### src/rtl/pwm_pkg.sv
// pwm_pkg -- shared definitions for the PWM generator slice.
//   PWM_WIDTH_DEF : default counter/duty/period width in bits
//   PWM_DEAD_DEF  : default dead-time in clk_in cycles
//   dt_state_t    : dead-time FSM state encoding (used when PWM_DEADTIME_EN is defined)
package pwm_pkg;

    localparam int unsigned PWM_WIDTH_DEF = 8;
    localparam int unsigned PWM_DEAD_DEF  = 2;

    typedef enum logic [1:0] {
        LOW_OFF = 2'd0,
        DEAD_LH = 2'd1,
        HIGH_ON = 2'd2,
        DEAD_HL = 2'd3
    } dt_state_t;

endpackage

### src/rtl/pwm_deadtime.sv
// pwm_deadtime -- inserts DEAD cycles of both-off between complementary
// outputs on every edge of the raw PWM signal.
// Ports:
//   clk_in : clock, rising edge
//   rst    : synchronous active-high reset (state LOW_OFF, outputs 0)
//   en     : run enable; the low side is held off while the block is idle
//   raw    : registered raw PWM level from the counter/compare stage
//   pwm_h  : high-side output
//   pwm_l  : low-side output
module pwm_deadtime
    import pwm_pkg::*;
#(
    parameter int unsigned DEAD = PWM_DEAD_DEF
) (
    input  logic clk_in,
    input  logic rst,
    input  logic en,
    input  logic raw,
    output logic pwm_h,
    output logic pwm_l
);

    localparam logic [3:0] DLAST = 4'(DEAD - 1);

    dt_state_t  state, state_nxt;
    logic [3:0] dcnt, dcnt_nxt;
    logic       act;

    always_ff @(posedge clk_in) begin
        if (rst) begin
            state <= LOW_OFF;
            dcnt  <= '0;
            act   <= 1'b0;
        end else begin
            state <= state_nxt;
            dcnt  <= dcnt_nxt;
            act   <= en;
        end
    end

    // A raw edge seen inside a dead interval restarts the interval toward
    // the new level, so a pulse shorter than DEAD never reaches an output.
    always_comb begin
        state_nxt = state;
        dcnt_nxt  = dcnt;
        unique case (state)
            LOW_OFF: begin
                if (raw) begin
                    state_nxt = DEAD_LH;
                    dcnt_nxt  = '0;
                end
            end
            DEAD_LH: begin
                if (!raw) begin
                    state_nxt = DEAD_HL;
                    dcnt_nxt  = '0;
                end else if (dcnt == DLAST) begin
                    state_nxt = HIGH_ON;
                end else begin
                    dcnt_nxt = dcnt + 4'd1;
                end
            end
            HIGH_ON: begin
                if (!raw) begin
                    state_nxt = DEAD_HL;
                    dcnt_nxt  = '0;
                end
            end
            DEAD_HL: begin
                if (raw) begin
                    state_nxt = DEAD_LH;
                    dcnt_nxt  = '0;
                end else if (dcnt == DLAST) begin
                    state_nxt = LOW_OFF;
                end else begin
                    dcnt_nxt = dcnt + 4'd1;
                end
            end
            default: begin
                state_nxt = LOW_OFF;
                dcnt_nxt  = '0;
            end
        endcase
    end

    always_comb begin
        pwm_h = (state == HIGH_ON);
        pwm_l = (state == LOW_OFF) && act;
    end

endmodule

### src/rtl/pwm_gen.sv
// pwm_gen -- period/duty PWM generator with a one-deep configuration buffer
// that is applied on period boundaries (or immediately while disabled).
// Optional feature: define PWM_DEADTIME_EN to route the outputs through
// the pwm_deadtime FSM; otherwise pwm_l is the registered complement.
// Ports:
//   clk_in       : clock, rising edge
//   rst          : synchronous active-high reset
//   tick         : one-cycle count enable from the clock divider
//   en           : run enable
//   cfg_valid    : a new period/duty pair is offered
//   cfg_ready    : no pair pending, a new one can be accepted
//   cfg_period   : terminal count (period is cfg_period+1 ticks)
//   cfg_duty     : high ticks per period
//   pwm_h        : high-side output
//   pwm_l        : low-side output
//   period_start : one-cycle pulse after each wrap and after en rises
module pwm_gen
    import pwm_pkg::*;
#(
    parameter int unsigned WIDTH = PWM_WIDTH_DEF,
    parameter int unsigned DEAD  = PWM_DEAD_DEF
) (
    input  logic             clk_in,
    input  logic             rst,
    input  logic             tick,
    input  logic             en,
    input  logic             cfg_valid,
    output logic             cfg_ready,
    input  logic [WIDTH-1:0] cfg_period,
    input  logic [WIDTH-1:0] cfg_duty,
    output logic             pwm_h,
    output logic             pwm_l,
    output logic             period_start
);

    if (DEAD < 1 || DEAD > 15) begin : g_dead_range
        $error("pwm_gen: DEAD must be in 1..15");
    end

    logic [WIDTH-1:0] cnt;
    logic [WIDTH-1:0] period_act;
    logic [WIDTH-1:0] duty_act;
    logic [WIDTH-1:0] pend_period;
    logic [WIDTH-1:0] pend_duty;
    logic             pend_valid;
    logic             en_d;
    logic             raw;
    logic             wrap;
    logic             cap;
    logic             below_duty;

    assign cfg_ready  = ~pend_valid;
    assign wrap       = tick && en && (cnt == period_act);
    assign cap        = cfg_valid && cfg_ready;
    assign below_duty = (cnt < duty_act);

    always_ff @(posedge clk_in) begin
        if (rst) begin
            cnt          <= '0;
            period_act   <= '1;
            duty_act     <= '0;
            pend_period  <= '0;
            pend_duty    <= '0;
            pend_valid   <= 1'b0;
            en_d         <= 1'b0;
            raw          <= 1'b0;
            period_start <= 1'b0;
        end else begin
            if (!en) begin
                cnt <= '0;
            end else if (tick) begin
                cnt <= (cnt == period_act) ? '0 : cnt + 1'b1;
            end

            // Only an already-pending pair is applied, so a capture that
            // coincides with a wrap waits for the following wrap.
            if (pend_valid && (!en || wrap)) begin
                period_act <= pend_period;
                duty_act   <= pend_duty;
                pend_valid <= 1'b0;
            end else if (cap) begin
                pend_period <= cfg_period;
                pend_duty   <= cfg_duty;
                pend_valid  <= 1'b1;
            end

            en_d         <= en;
            raw          <= en && below_duty;
            period_start <= wrap || (en && !en_d);
        end
    end

`ifdef PWM_DEADTIME_EN
    pwm_deadtime #(
        .DEAD(DEAD)
    ) u_deadtime (
        .clk_in(clk_in),
        .rst   (rst),
        .en    (en),
        .raw   (raw),
        .pwm_h (pwm_h),
        .pwm_l (pwm_l)
    );
`else
    logic raw_l;

    always_ff @(posedge clk_in) begin
        if (rst) begin
            raw_l <= 1'b0;
        end else begin
            raw_l <= en && !below_duty;
        end
    end

    // Gated with en so both sides are off for the whole idle interval,
    // including the cycle before the registered levels catch up.
    assign pwm_h = raw && en;
    assign pwm_l = raw_l && en;
`endif

endmodule

### config.mk
export PLATFORM = sky130hd
export DESIGN_NAME = pwm_gen
export DESIGN_NICKNAME = d
export VERILOG_FILES = /design/src/rtl/pwm_pkg.sv /design/src/rtl/pwm_deadtime.sv /design/src/rtl/pwm_gen.sv
export SDC_FILE = /design/constraint.sdc
export NUM_CORES = 1
export LEC_CHECK = 0
export ABC_AREA = 1
export BUFFER_PORTS_ARGS = -buffer_cell sky130_fd_sc_hd__buf_2
export CAP_MARGIN = 10
export CELL_PAD_IN_SITES_DETAIL_PLACEMENT = 1
export CELL_PAD_IN_SITES_GLOBAL_PLACEMENT = 1
export CORE_ASPECT_RATIO = 1.4
export CORE_MARGIN = 2
export CORE_UTILIZATION = 41
export DETAILED_ROUTE_END_ITERATION = 6
export PLACE_DENSITY_LB_ADDON = 0.08
export SLEW_MARGIN = 10
export SYNTH_ARGS = -nofsm -noshare
export SYNTH_HDL_FRONTEND = slang
export SYNTH_SLANG_ARGS = --single-unit
### constraint.sdc
create_clock -name clk_in -period 2.05 [get_ports clk_in]
set_clock_uncertainty 0.15 [all_clocks]
set_input_delay 0.41 -clock clk_in [delete_from_list [all_inputs] [get_ports clk_in]]
set_output_delay 0.41 -clock clk_in [all_outputs]
set_load 0.05 [all_outputs]
Word level (Yosys, flattened, before mapping)
Index checks and enable logic that the tools add are counted.
{"block": "word_totals", "ff_bits": 45, "inputBits": 21, "output_inout_bits": 4, "elab_cells": 34}
{"block": "classes", "n_addsub": 1, "n_lt_le_gt_ge": 1, "n_eq_ne": 1, "n_mux": 1, "bitwise": 3, "n_reduce_logical": 17}
{"cell": "1-bit logical AND", "n": 9}
{"cell": "8-bit by 1-bit adder with 8-bit output (second input constant)", "n": 1}
{"cell": "8-bit equality test", "n": 1}
{"cell": "8-bit < comparator", "n": 1}
{"cell": "8-bit two-way mux", "n": 1}
{"cell": "2-bit OR reduction", "n": 2}
{"cell": "1-bit logical NOT", "n": 3}
{"cell": "1-bit NOT", "n": 3}
{"cell": "1-bit logical OR", "n": 2}
{"cell": "2-bit AND reduction", "n": 1}

Longest topological paths before layout
Gate-level depths: netlist (run 1).
{"block": "depth", "ltp_word": 6, "mapped_depth": 10, "mapped_depth_nobuf": 9}

Least setup slack after synthesis (run 1)
OpenSTA, ideal clock, no wires.
{"block": "synth_path", "path_type": "reg2out", "start": "register pend_valid", "end": "output cfg_ready", "arrival_time_ns": 1.147, "required_ns": 1.490, "path_slack_ns": 0.343, "stages_incl_launch_ff": 4, "n_path_buf": 2, "path_cell_list": "dfxtp_1 > clkbuf_1 > buf_1 > inv_1"}
{"block": "synth_via", "elab_chain_cells": 1}
{"element": "from (decl)", "line": "pwm_gen.sv:45", "text": "logic pend_valid;"}
{"element": "from (signal assigned)", "line": "pwm_gen.sv:64", "text": "pend_valid <= 1'b0;"}
{"element": "from (signal assigned)", "line": "pwm_gen.sv:80", "text": "pend_valid <= 1'b0;"}
{"element": "from (signal assigned)", "line": "pwm_gen.sv:84", "text": "pend_valid <= 1'b1;"}
{"element": "1-bit NOT", "line": "pwm_gen.sv:52", "text": "assign cfg_ready = ~pend_valid;"}
{"element": "to (decl)", "line": "pwm_gen.sv:28", "text": "output logic cfg_ready,"}
Every way passes these cells.

Worst setup path after layout (run 1)
Ends and elaborated chain as after synthesis.

==> metrics.md, run 1 <==
| Metric | Value |
|---|---|
| Area post-placement | `between 2000 and 2500 um2` |
| Gr busiest metal | `met2` |
| Router iterations before antenna repair | `4` |
| Htree depth | `2` |
| Synth warn | `0` |
| ANT nets after route | `0` |
| Total Routed Length | `4380 um` |
| Worst Setup End Kind | `primary output` |
| Slowest-stage cell, CP | `dfxtp_1` |
| Vias | `1745` |
| Global route overflow | `0` |
| # port buffers | `24` |
| Crit path cell chain | `buf_4, inv_1, buf_2` |
| Synthesized area per cell | `7.40 um2` |
| GR Layer Usage met1 | `0.216` |
| Tcrit/Tclk final | `0.878` |
| Post-route cell area | `2290 um2` |
| CP Class | `flip-flop to primary output` |
| First-pass GRT wire length | `7940 um` |
| # hold bufs at CTS | `0` |
| Post-synth EDFFs | `0` |
| Post-Syn Instances | `270` |
| Layout cells sized above 1 | `0.151` |
| Die area | `5460 um2` |
| Syn Std Cell Area | `between 1500 and 2000 um2` |
| Synth async-reset ratio | `0` |
| Post-CTS setup buffers | `0` |
| Met2 Use GR | `0.324` |
| Syn_nets | `299` |
| Vias in the first global route | `1771` |
| Sequential area share after synthesis | `0.451` |
| Chip Height | `86.6 um` |
| Req. time, crit path | `1.49 ns` |
| Clock Tree Buf Depth | `2` |
| Outcome | `completed` |
| Synthesized flop and latch total | `45` |
| Chip width | `63 um` |
| Fin crit period | `1.80 ns` |
| Maximum VDD drop | `~0.46 mV` |
| Setup TNS Final | `0 ns` |
| I/O pins | `25` |
| # Max-Cap Violations | `0` |
| Synth cell types | `25` |
| Pins over their slew limit | `0` |
| Final antenna diode count | `0` |
| Via density per instance | `~4.8` |
| Power Density | `757 nW/um2` |
| Pin count of the biggest net entering global routing | `34` |
| Leakage power | `1.06 nW` |
| Clk root buf | `clkbuf_8` |
| RSZ-0062 raised after global routing | `false` |
| Fin nets | `roughly 330` |
| GP Congestion | `0.801` |
| CP peak stage delay | `approximately 0.34 ns` |
| Routing usage on met3 | `0.0312` |
| Routed length per instance | `around 12 um` |
| Relative slew slack | `0.588` |
| Final Setup Violations | `0` |
| Clock transition at the registers of the reported paths | `around 0.090 ns` |
| CP max FO | `28` |
| Clock tree sinks | `45` |
| GRT Util Overall | `0.184` |
| Final cell count without fillers | `roughly 360` |
| Initial antenna violation count | `0` |
| Initial Utilization | `0.419` |
| Synth Flop Type | `dfxtp_1` |
| Inserted Clock Buffers | `5` |
| Hold crit path type | `primary input to flip-flop` |
| Post-CTS Resized | `0` |
| Final hold vios | `0` |
| Fmax | `555 MHz` |
| TritonCTS clock tree | `built` |
| Worst Setup Start Kind | `flip-flop` |
| Initial DRC count | `67` |
| Worst slew pin tran | `around 0.62 ns` |
| Num rows | `30` |
| Worst path arrival time | `between 1 and 1.5 ns` |
| DRC | `0` |
| Layout area overhead | `14.7%` |
| Top delay family on crit path | `buffers and inverters` |
| Post-DP HPWL | `3180 um` |
| Core Footprint | `4770 um2` |
| Buf/Inv on CP | `3` |
| Placed cell count | `354` |
| Clk_lat worst skew | `about 0.30 ns` |
where the power goes:
| group | switching, W | internal, W |
|---|---|---|
| logic | 0.000139 | 0.0000843 |
| clock network | 0.000316 | 0.000241 |
| registers | 0.0000266 | 0.000929 |
| total | 0.000481 | 0.00125 |
cell usage in the layout (no fill, tap or decap), types with 3 or more instances in the layout:
cell / instances
dfxtp_1: 45
nand2_1: 42
nor2_1: 41
inv_1: 33
nand3_1: 27
a21oi_1: 24
buf_2: 24
o21ai_0: 18
ha_1: 8
buf_4: 6
clkbuf_8: 5
xnor2_1: 3
inv_2: 3
nand4_1: 3
layer usage:
| layer | routed length (um) | part of all wire | vias to the layer above |
|---|---|---|---|
| met4 | 90 | 0.021 | 0 |
| met5 | 0 | 0 | - |
| met3 | 106 | 0.024 | 8 |
| met1 | 2000 | 0.46 | 792 |
| li1 | - | - | 922 |
| met2 | 2180 | 0.50 | 23 |
final timing paths:
check,slack [ns],end,cells past startpoint,from
worst max-delay path,0.25,cfg_ready,3,pend_valid
worst min register to register,0.31,pend_duty[5],2,pend_duty[5]
worst max register to register,0.30,duty_act[7],10,cnt[3]
worst min-delay path,0.17,pend_period[2],3,cfg_period[2]
cell type report:
class / count / area [um2]
Timing Repair Buffer: 31 / 185
Sequential cell: 45 / 901
Clock buffer: 6 / 72.6
Fill cell: 654 / 2470
Multi-Input combinational cell: 178 / 903
Inverter: 36 / 135
Tap cell: 64 / 80.1
Clock inverter: 2 / 15.0
Yosys cell counts (2+ instances only):
library cell,n,area [um2]
a21oi_1,24,120
nor2_1,41,154
inv_2,3,11.3
dfxtp_1,45,901
ha_1,8,100
nand2_1,42,158
nand3_1,27,135
inv_1,33,124
o21ai_0,18,90.1
nand4_1,3,18.8
buf_6,2,22.5
xor2_1,2,17.5
xnor2_1,3,26.3
a211oi_1,2,15.0
clkbuf_1,6,22.5
buf_2,2,10.0
flip-flops by register name, indices dropped and copies added (netlist names):
name and count:
duty_act 8, period_start 1, pend_period 8, pend_valid 1, raw_l 1, pend_duty 8, raw 1, en_d 1
cnt 8, period_act 8
through the flow:
stage                util  setup slack, ns  total power (W)  hold slack (ns)
floorplan               -            0.343          0.00113            0.280
global placement    0.462            0.167          0.00120            0.290
detailed placement  0.462            0.149          0.00120            0.297
CTS                 0.481            0.236          0.00177            0.167
global route        0.481           0.0468          0.00184            0.173
finish              0.481            0.249          0.00174            0.174
worst register-to-register path, cell delays in order (launching register included):
cell      delay, ns
dfxtp_1        0.47
inv_2          0.10
nand2_1        0.07
nand2_1        0.05
nor2_1         0.11
nand3_2        0.13
o21bai_4       0.19
buf_12         0.19
nand3_1        0.09
nand2_1        0.08
nor2_1         0.04
kinds of logic after synthesis:
group                      count (synthesis)  synth area share
AOI/OAI and AO/OA                         48             0.133
xor gates and xnor gates                   5            0.0219
adders and majority gates                  8            0.0501
buffers and inverters                     47            0.0971
DFF                                       45             0.451
and+or+nand+nor                          117             0.247
Note: power is estimated with default switching activity, not from simulation.
==> run 2, diff against run 1 <==
Settings changed: SETUP_SLACK_MARGIN set to 0.4, SLEW_MARGIN 10 to 40.
==> run 2 against run 1 <==
Against the previous run: flip-flop and latch count is the same; worst hold slack got worse by 0.016 ns; final cell count increased by 5.0%; sequential power is essentially flat; fmax is 5.7% higher; non-clock buffer count is 17 higher; power rose by 18%; worst setup slack improved by 0.097 ns; largest cell class unchanged; core utilization is 8.1 points higher.
==> metrics.md, run 2 (same netlist as run 1, synthesis figures left out) <==
| Metric | Value |
|---|---|
| CP Class | `flip-flop to flip-flop` |
| Total Routed Length | `5510 um (+26%)` |
| Vias in the first global route | `1885 (+6.4%)` |
| Top delay family on crit path | `flip-flops` |
| First-pass GRT wire length | `8750 um (+10%)` |
| Maximum VDD drop | `0.443 mV (-3.9%)` |
| Initial DRC count | `60 (-10%)` |
| Layout cells sized above 1 | `0.301 (+0.150)` |
| CP max FO | `7 (-75%)` |
| Worst Setup Start Kind | `flip-flop` |
| Layout Utilization | `0.562 (+0.0811)` |
| Commonest non-fill, non-tap cell in the layout | `nand2_1` |
| Outcome | `completed` |
| Core Footprint | `4770 um2 (unchanged)` |
| Placed cell count | `353 (-0.28%)` |
| Req. time, crit path | `2.10 ns (+0.61 ns)` |
| Final Setup Violations | `0 (unchanged)` |
| Final antenna diode count | `0 (unchanged)` |
| Router iterations before antenna repair | `4 (unchanged)` |
| Fmax | `587 MHz (+5.7%)` |
| Clock tree sinks | `45 (unchanged)` |
| Fin crit period | `1.70 ns (-0.0969 ns)` |
| Tcrit/Tclk final | `0.831 (-0.0472)` |
| Power Density | `766 nW/um2 (+1.2%)` |
| Fin nets | `344 (+5.5%)` |
| Most frequent cells in the layout | `nand2_1 (39), nor2_1 (37), dfxtp_1 (33)` |
| Die area | `5460 um2 (unchanged)` |
| Pins over their slew limit | `0 (unchanged)` |
| Final hold vios | `0 (unchanged)` |
| Gr busiest metal | `met2` |
| ANT nets after route | `0 (unchanged)` |
| Pin count of the biggest net entering global routing | `34 (unchanged)` |
| Setup TNS Final | `0 ns (unchanged)` |
| Via density per instance | `4.94 (+2.5%)` |
| Clock Tree Buf Depth | `2 (unchanged)` |
| Buf/Inv on CP | `2 (-1)` |
| GRT Util Overall | `0.203 (+0.0188)` |
| Routed length per instance | `14.5 um (+20%)` |
| Htree depth | `2 (unchanged)` |
| Slowest-stage cell, CP | `dfxtp_2` |
| Hold crit path type | `primary input to flip-flop` |
| Vias | `1878 (+7.6%)` |
| Worst slew pin tran | `0.309 ns (-0.307 ns)` |
| GR Layer Usage met1 | `0.232 (+0.0156)` |
| Worst path arrival time | `1.76 ns (+0.52 ns)` |
| DRC | `0 (unchanged)` |
| Num rows | `30 (unchanged)` |
| Routing usage on met3 | `0.0312 (unchanged)` |
| # Max-Cap Violations | `0 (unchanged)` |
| Clock transition at the registers of the reported paths | `0.09 ns (about the same)` |
| I/O pins | `25 (unchanged)` |
| Relative slew slack | `0.793 (+0.205)` |
| GP Congestion | `0.778 (-2.8%)` |
| Clk root buf | `clkbuf_8` |
| Inserted Clock Buffers | `5 (unchanged)` |
| TritonCTS clock tree | `built` |
| # port buffers | `24 (unchanged)` |
| Final cell count without fillers | `380 (+5.0%)` |
| CP peak stage delay | `0.37 ns (+0.03 ns)` |
| RSZ-0062 raised after global routing | `true` |
| Met2 Use GR | `0.384 (+0.0600)` |
| Layout area overhead | `34.1%` |
| Clk_lat worst skew | `0.30 ns (about the same)` |
| Leakage power | `1.23 nW (+15%)` |
| Crit path cell chain | `xnor2_1, nand3_2, o21bai_4, buf_6, buf_12, nand3_1, nand2_1, nor2_1` |
| Post-DP HPWL | `3140 um (-1.1%)` |
| Chip Height | `86.6 um (unchanged)` |
| Initial antenna violation count | `0 (unchanged)` |
| Chip width | `63 um (unchanged)` |
| Worst Setup End Kind | `flip-flop` |
| Initial Utilization | `0.419 (unchanged)` |
| Global route overflow | `0 (unchanged)` |
==> run 2: cell types whose count changed in the layout (fill, tap and decap cells not counted), moves of 3 or more <==
| cell | delta |
|---|---|
| dfxtp_1 | -12 |
| buf_4 | +10 |
| dfxtp_2 | +8 |
| inv_1 | -5 |
| dfxtp_4 | +4 |
| nor2_1 | -4 |
| buf_6 | +3 |
| inv_2 | +3 |
| nand2_1 | -3 |
| nand3_1 | -3 |
==> run 2: layer usage <==
layer  routed length (um)  vias to the layer above
li1                     -                      955
met3                  133                        9
met4                   80                        0
met1                 2210                      887
met5                    0                        -
met2                 3090                       27
==> run 2: final timing paths <==
| path | startpoint | endpoint | slack (ns) | cells after the start |
|---|---|---|---|---|
| worst min register to register | pend_duty[5] | pend_duty[5] | 0.31 | 2 |
| worst max-delay path | cnt[5] | duty_act[7] | 0.35 | 8 |
| worst min-delay path | rst | en_d | 0.16 | 2 |
| worst max register to register | cnt[5] | duty_act[7] | 0.35 | 8 |
==> run 2: area by class of cell <==
type	count	area (um2)
clock inverters	3	65.1
inverters	36	141
multi-input cells	178	976
fillers	628	2090
well taps	64	80.1
flip-flops and latches	45	926
repair inverters	1	7.51
clock buffers	5	68.8
repair buffers	48	414
==> run 2: repair_timing <==
action | in CTS | in global routing
pin swaps | 4 | 11
cloned | 3 | 2
resized for setup | 28 | 22
buffers inserted | 11 | 3
hold buffers | 0 | 0
endpoints found under the setup margin | 29 | 44
==> run 2: report_power, final <==
part	total (W)	switching (W)	internal, W
clock	0.000797	0.000313	0.000484
sequential	0.000959	0.0000330	0.000926
combinational	0.000296	0.000170	0.000127
total	0.00205	0.000516	0.00154
==> run 2: per-stage QoR <==
| step | instance area [um2] | power (W) | hold WS, ns | worst slack (ns) |
|---|---|---|---|---|
| floorplan | 2000 | 0.00113 | 0.280 | 0.418 |
| global placement | 2200 | 0.00119 | 0.291 | 0.177 |
| detailed placement | 2200 | 0.00120 | 0.302 | 0.0908 |
| CTS | 2530 | 0.00204 | 0.157 | 0.377 |
| global route | 2680 | 0.00214 | 0.168 | 0.259 |
| finish | 2680 | 0.00205 | 0.158 | 0.346 |
